### src/rtl/program_sequencer.sv
// Fetch/issue controller for the 4-bit program ROM with internal SNZA/SNZS skip resolution.
// Optional single-step gating of FETCH is enabled by defining SEQ_SINGLE_STEP_EN.
module program_sequencer #(
  parameter int ADDR_WIDTH = 8,
  parameter int PROG_END   = 15,
  parameter int CNT_WIDTH  = 16
) (
  input  logic                  clk,
  input  logic                  rst_n,
  input  logic                  start,
  input  logic                  abort,
  output logic [ADDR_WIDTH-1:0] romAddr,
  input  logic [3:0]            romData,
  output logic                  instr_valid,
  output logic [3:0]            instr_op,
  input  logic                  instr_ready,
  input  logic                  zero_a,
  input  logic                  zero_s,
  output logic                  busy,
  output logic                  done,
`ifdef SEQ_SINGLE_STEP_EN
  input  logic                  step_en,
  input  logic                  step,
`endif
  output logic [CNT_WIDTH-1:0]  instr_count
);

  localparam int PC_W = ADDR_WIDTH + 1;
  localparam logic [PC_W-1:0] END_PC  = PC_W'(PROG_END);
  localparam logic [3:0]      OP_CLR  = 4'h7;
  localparam logic [3:0]      OP_SNZA = 4'h8;
  localparam logic [3:0]      OP_SNZS = 4'h9;

  typedef enum logic [2:0] {
    S_IDLE  = 3'd0,
    S_FETCH = 3'd1,
    S_ISSUE = 3'd2,
    S_SKIP  = 3'd3,
    S_DONE  = 3'd4
  } state_t;

  state_t                r_state;
  logic [PC_W-1:0]       r_pc;
  logic [3:0]            r_ir;
  logic [CNT_WIDTH-1:0]  r_count;
  logic                  r_valid;
  logic                  r_busy;
  logic                  r_done;

  state_t                w_state_nxt;
  logic [PC_W-1:0]       w_pc_nxt;
  logic [3:0]            w_ir_nxt;
  logic [CNT_WIDTH-1:0]  w_count_nxt;
  logic                  w_step_ok;
  logic                  w_is_skip;
  logic                  w_flag;

`ifdef SEQ_SINGLE_STEP_EN
  assign w_step_ok = !step_en || step;
`else
  assign w_step_ok = 1'b1;
`endif

  assign w_is_skip = (romData == OP_SNZA) || (romData == OP_SNZS);
  assign w_flag    = (r_ir == OP_SNZS) ? zero_s : zero_a;

  // The PC carries one extra bit so overflow past the last address ends the
  // program; the visible address saturates instead of wrapping to 0.
  assign romAddr     = r_pc[ADDR_WIDTH] ? {ADDR_WIDTH{1'b1}} : r_pc[ADDR_WIDTH-1:0];
  assign instr_valid = r_valid;
  assign instr_op    = r_ir;
  assign busy        = r_busy;
  assign done        = r_done;
  assign instr_count = r_count;

  always_comb begin
    w_state_nxt = r_state;
    w_pc_nxt    = r_pc;
    w_ir_nxt    = r_ir;
    w_count_nxt = r_count;
    if (abort) begin
      w_state_nxt = S_IDLE;
      w_pc_nxt    = {PC_W{1'b0}};
    end else begin
      case (r_state)
        S_IDLE, S_DONE: begin
          if (start) begin
            w_state_nxt = S_FETCH;
            w_pc_nxt    = {PC_W{1'b0}};
            w_count_nxt = {CNT_WIDTH{1'b0}};
          end else begin
            w_state_nxt = r_state;
          end
        end
        S_FETCH: begin
          if (r_pc >= END_PC) begin
            w_state_nxt = S_DONE;
          end else begin
            w_ir_nxt = romData;
            if (!w_step_ok) begin
              w_state_nxt = S_FETCH;
            end else if (w_is_skip) begin
              w_state_nxt = S_SKIP;
            end else begin
              w_state_nxt = S_ISSUE;
            end
          end
        end
        S_ISSUE: begin
          if (instr_ready) begin
            w_state_nxt = S_FETCH;
            w_pc_nxt    = r_pc + PC_W'(1);
            if (r_count == {CNT_WIDTH{1'b1}}) begin
              w_count_nxt = r_count;
            end else begin
              w_count_nxt = r_count + CNT_WIDTH'(1);
            end
          end else begin
            w_state_nxt = S_ISSUE;
          end
        end
        S_SKIP: begin
          // A clear zero flag means the tested register is non-zero: skip one.
          w_state_nxt = S_FETCH;
          if (w_flag) begin
            w_pc_nxt = r_pc + PC_W'(1);
          end else begin
            w_pc_nxt = r_pc + PC_W'(2);
          end
        end
        default: begin
          w_state_nxt = S_IDLE;
        end
      endcase
    end
  end

  always_ff @(posedge clk or negedge rst_n) begin
    if (!rst_n) begin
      r_state <= S_IDLE;
      r_pc    <= {PC_W{1'b0}};
      r_ir    <= OP_CLR;
      r_count <= {CNT_WIDTH{1'b0}};
      r_valid <= 1'b0;
      r_busy  <= 1'b0;
      r_done  <= 1'b0;
    end else begin
      r_state <= w_state_nxt;
      r_pc    <= w_pc_nxt;
      r_ir    <= w_ir_nxt;
      r_count <= w_count_nxt;
      r_valid <= (w_state_nxt == S_ISSUE);
      r_busy  <= (w_state_nxt == S_FETCH) || (w_state_nxt == S_ISSUE) ||
                 (w_state_nxt == S_SKIP);
      r_done  <= (w_state_nxt == S_DONE);
    end
  end

endmodule
### config.mk
export PLATFORM = sky130hd
export DESIGN_NAME = program_sequencer
export DESIGN_NICKNAME = d
export VERILOG_FILES = /design/src/rtl/program_sequencer.sv
export SDC_FILE = /design/constraint.sdc
export NUM_CORES = 1
export LEC_CHECK = 0
export CORE_MARGIN = 4
export CORE_UTILIZATION = 55
export CTS_CLUSTER_SIZE = 14
export DETAILED_ROUTE_END_ITERATION = 7
export GPL_TIMING_DRIVEN = 0
export PLACE_DENSITY = 0.84
export SLEW_MARGIN = 20
export SYNTH_ARGS = -nofsm -noshare
export SYNTH_HDL_FRONTEND = slang
export SYNTH_SLANG_ARGS = --single-unit
### constraint.sdc
create_clock -name clk -period 4.3 [get_ports clk]
set_input_delay 0.645 -clock clk [delete_from_list [all_inputs] [get_ports clk]]
set_output_delay 0.645 -clock clk [all_outputs]
set_load 0.05 [all_outputs]
==> results.md <==
| Step | Item | This run |
|:---|:---|:---|
| cts | TritonCTS Sinks | 35 |
| grt | Pin count of the biggest net entering global routing | 19 |
| floorplan | Effective utilization at floorplan | 57.3% |
| critical path | Crit path arrival time | 1.89 ns |
| sta | Number of max-slew violations in the final report | 0 |
| sta | Number of hold-slack violations in the final timing report | 0 |
| grt | Leftover overflow at the end of global routing | 0 |
| yosys | Parity-gate share of the synthesized area counting xor and xnor cells | 1.66% |
| critical path | End of the worst register-to-register path | instr_op[3]$_DFFE_PN0P_ |
| critical path | Critical path endpoint category | output port |
| yosys | Library cell with the highest instance count after synthesis | sky130_fd_sc_hd__dfrtp_1 |
| yosys | Sequential fraction of the synthesis area | 41.6% |
| yosys | Share of the synthesized area in the top cell type | 37.9% |
| sta | Maximum clock skew at final layout | 0.00151 ns |
| drt | Final ANT Viol Nets | 0 |
| yosys | Area fraction in compound gates after synthesis | 15.8% |
| yosys | Summed instance area of the synthesized netlist | 2110 µm² |
| run | Number of maximum-capacitance constraint violations | 0 |
| sta | Hold_ws | 0.300 ns |
| worst hold path | Path type of the worst min-delay path | input port to asynchronous set/reset pin |
| cts | Clock latency reported for the late side of the worst-skew pair | 0.28 ns |
| sta | Setup TNS Final | 0 ns |
| yosys | Combinational family with the most area after synthesis | simple AND/OR/NAND/NOR gates |
| grt | Total routing usage reported by global routing | 20.9% |
| yosys | Share of flip-flops with an asynchronous set or reset after synthesis | 100% |
| cts | Clock buffers created by TritonCTS | 5 |
| floorplan | Die outline area | 4900 µm² |
| sta | Final critical-path required period | 2.53 ns |
| drt | Violation count after the first detailed-routing iteration | 176 |
| sta | Max transition margin | 41.9% |
| floorplan | Die X-Extent | 70.0 µm |
| critical path | Critical R2R Launch | r_pc[1]$_DFFE_PN0P_ |
| grt | Initial antenna violation count | 0 |
| cts | Max Root-Sink Buffers | 2 |
| yosys | Mux contribution to synthesized area | 5.80% |
| critical path | Critical path start-end classification | flop to output port |
| sta | Pin slew with the least headroom to its limit | 0.860 ns |
| grt | Global-route wire length before repair | 8370 µm |
| yosys | Commonest cells in the synthesized netlist | 32 x sky130_fd_sc_hd__dfrtp_1, 23 x sky130_fd_sc_hd__nand2_1, 20 x sky130_fd_sc_hd__nor2_1, 12 x sky130_fd_sc_hd__o21ai_0, 11 x sky130_fd_sc_hd__nor3_1 |
| drt | Remaining routing DRC violations | 0 |
| yosys | Largest area contributor in the netlist | sky130_fd_sc_hd__dfrtp_1 |
| layout | Number of nets in the layout | 294 |
| yosys | Most used DFF post-synth | sky130_fd_sc_hd__dfrtp_1 |
| sta | Count of final setup violators | 0 |
| cts | CTS resizes | 0 |
| yosys | Number of flip-flops and latches in the synthesized netlist | 35 |
| drt | Mean routed wirelength per cell | 15.2 µm |
| layout | Area delta synth->final | 27.5% |
| pwr | PwrDens | 296 nW/µm² |
| layout | Final Instance Count excl. Fillers | 328 |
| drt | Total Routed Length | 5000 µm |
| floorplan | Area of the core | 3690 µm² |
| critical path | Crit path capture | romAddr[0] |
| drt | Via total after detailed routing | 1926 |
| floorplan | Vertical die dimension | 70.0 µm |
| critical path | Launching element of the worst setup path | r_pc[0]$_DFFE_PN0P_ |
| critical path | Register-to-register setup slack | 2.01 ns |
| sta | Post-route clock period utilization | 58.8% |
| yosys | Yosys cell types | 53 |
| cts | Number of hold-repair buffers added at the cts stage | 0 |
| cts | CTS tree | done |
| layout | Ratio of cells with drive above 1 in the final layout | 12.9% |
| placement | Final HPWL from detailed placement | 3700 µm |
| drt | First-pass detailed-route iteration total | 4 |
| critical path | Required time of the critical path | 3.65 ns |
| floorplan | Std-Cell Rows | 22 |
| run status | Result of the run | completed |
| yosys | Number of cells produced by synthesis | 231 |
| yosys | Count of flip-flops with a built-in enable after synthesis | 0 |
| pwr | Worst IR drop on VDD | 0.000282 V |
| drt | Ratio of routed vias to standard cells | 5.87 |
| critical path | Category of the worst setup path launch point | flop |
| placement | IO Port Bufs | 41 |
| floorplan | Number of placed I/O pins | 42 |
| yosys | Basic-gate share of the synthesized area counting and, or, nand and nor cells | 30.1% |
| cts | Root buffer cell | sky130_fd_sc_hd__clkbuf_8 |
| pwr | Leakage | 1.14 nW |
| critical path | Logic depth of the worst register-to-register path | 6 |
| sta | Maximum achievable frequency | 395 MHz |
| layout | Antenna Diode Count | 0 |
| cts | H-Tree Depth | 2 |
| layout | Layout fillers | 290 |
| yosys | Avg Synthesized Cell Area | 9.15 µm² |
| sta | Unrepaired setup endpoints after global routing | no |
| yosys | Syn Nets | 245 |
| placement | Placer Congestion | 0.875 |
| cts | Setup fix buffers added after clock tree synthesis | 0 |
| grt | Number of global-route vias before repair | 1794 |
| yosys | Synthesized-area fraction occupied by adder cells | 1.78% |
| cts | CTS clk-pin slew, worst paths | 0.07 ns |
| yosys | Dominant cells by area after synthesis | sky130_fd_sc_hd__dfrtp_1 38%, sky130_fd_sc_hd__nand2_1 4.1%, sky130_fd_sc_hd__dfstp_2 3.7% |
| yosys | Total number of yosys warnings | 0 |
| critical path | Maximum fanout encountered on the critical timing path | 8 |
| placement | Placed Instances | 321 |
-- registers in the layout, summed over array words and instances, names as in the netlist --
name         flops
busy             1
done             1
instr_count     16
instr_op         4
instr_valid      1
r_pc             9
r_state          3
-- cell families after synthesis --
logic type	count (synthesis)
AO/OA/AOI/OAI	50
XOR/XNOR	4
buffers and inverters	13
multiplexers	10
flip-flops	35
AND/OR/NAND/NOR	116
adder cells (fa/ha/maj)	3
-- where the power goes --
part / leakage (nW) / switching (mW) / total, mW / internal (mW)
logic: 0.617 / 0.117 / 0.191 / 0.0744
registers: 0.473 / 0.0124 / 0.366 / 0.353
clock network: 0.0470 / 0.114 / 0.239 / 0.126
total: 1.14 / 0.243 / 0.796 / 0.553
-- placed cells by master (no fill, tap or decap), types with 2 or more instances in the layout --
| cell type | Yosys | final |
|---|---|---|
| sky130_fd_sc_hd__clkdlybuf4s50_1 | 0 | 40 |
| sky130_fd_sc_hd__dfrtp_1 | 32 | 32 |
| sky130_fd_sc_hd__nand2_1 | 23 | 23 |
| sky130_fd_sc_hd__nor2_1 | 20 | 20 |
| sky130_fd_sc_hd__o21ai_0 | 12 | 12 |
| sky130_fd_sc_hd__nor3_1 | 11 | 11 |
| sky130_fd_sc_hd__nand3_1 | 10 | 10 |
| sky130_fd_sc_hd__or2_2 | 8 | 8 |
| sky130_fd_sc_hd__a21oi_1 | 8 | 8 |
| sky130_fd_sc_hd__nand2b_1 | 6 | 6 |
| sky130_fd_sc_hd__a31oi_1 | 6 | 6 |
| sky130_fd_sc_hd__and3_1 | 6 | 6 |
| sky130_fd_sc_hd__clkbuf_8 | 0 | 6 |
| sky130_fd_sc_hd__clkbuf_1 | 5 | 5 |
| sky130_fd_sc_hd__buf_2 | 4 | 5 |
| sky130_fd_sc_hd__or3_1 | 4 | 4 |
| sky130_fd_sc_hd__mux2i_1 | 4 | 4 |
| sky130_fd_sc_hd__or4_1 | 4 | 4 |
| sky130_fd_sc_hd__and2_1 | 4 | 4 |
| sky130_fd_sc_hd__xnor2_1 | 4 | 4 |
| sky130_fd_sc_hd__mux2_4 | 4 | 4 |
| sky130_fd_sc_hd__nor2b_1 | 3 | 3 |
| sky130_fd_sc_hd__a22o_1 | 3 | 3 |
| sky130_fd_sc_hd__a211o_1 | 3 | 3 |
| sky130_fd_sc_hd__nor3b_1 | 3 | 3 |
| sky130_fd_sc_hd__o211ai_1 | 3 | 3 |
| sky130_fd_sc_hd__o2111ai_1 | 3 | 3 |
| sky130_fd_sc_hd__ha_1 | 3 | 3 |
| sky130_fd_sc_hd__dfstp_2 | 3 | 3 |
| sky130_fd_sc_hd__buf_6 | 2 | 2 |
| sky130_fd_sc_hd__mux2_2 | 2 | 2 |
| sky130_fd_sc_hd__a211oi_1 | 2 | 2 |
| sky130_fd_sc_hd__nand4_1 | 2 | 2 |
| sky130_fd_sc_hd__and4_1 | 2 | 2 |
| sky130_fd_sc_hd__o21a_1 | 2 | 2 |
-- layer usage --
metal / vias to the layer above / routed length (µm) / global-route usage (%)
li1: 942 / - / -
met1: 908 / 2330 / 30.2
met2: 71 / 2270 / 31.4
met3: 5 / 344 / 4.89
met5: - / 0 / 0
met4: 0 / 48 / 5.74
-- worst min-delay path by stage --
stage / start / endpoint / slack (ns) / cells past startpoint
2_1_floorplan: rst_n / busy$_DFF_PN0_ / 0.35 / 0
3_3_place_gp: instr_count[1]$_DFFE_PN0P_ / instr_count[1]$_DFFE_PN0P_ / 0.51 / 2
3_5_place_dp: instr_op[3]$_DFFE_PN0P_ / instr_op[3]$_DFFE_PN0P_ / 0.53 / 1
4_1_cts: rst_n / done$_DFF_PN0_ / 0.31 / 1
5_1_grt: rst_n / instr_count[1]$_DFFE_PN0P_ / 0.33 / 1
6_report: rst_n / r_pc[6]$_DFFE_PN0P_ / 0.30 / 1
-- area by class of cell --
type | instances | area, µm² | share of cell area (%)
inverter | 1 | 3.75 | 0.139
multi-input combinational | 183 | 1160 | 43.2
sequential | 35 | 880 | 32.7
buffer | 12 | 65.1 | 2.42
tap | 48 | 60.1 | 2.23
clock buffer | 6 | 82.6 | 3.07
timing repair buffer | 42 | 433 | 16.1
clock inverter | 1 | 5.00 | 0.186
-- stage by stage --
step	setup WS [ns]	utilization (%)	cell area, µm²	power [mW]
detailed placement	1.57	70.7	2610	0.563
floorplan	2.08	-	2110	0.495
global placement	1.52	70.0	2580	0.558
global route	1.68	73.0	2690	0.832
CTS	1.77	73.0	2690	0.804
finish	1.77	73.0	2690	0.796
-- critical path, stage by stage, from the launching register on --
cell and delay [ns]:
sky130_fd_sc_hd__dfrtp_1 0.35, sky130_fd_sc_hd__clkbuf_1 0.29, sky130_fd_sc_hd__or2_2 0.17, sky130_fd_sc_hd__clkdlybuf4s50_1 0.79
No activity file was read; power rests on OpenSTA's default activity.
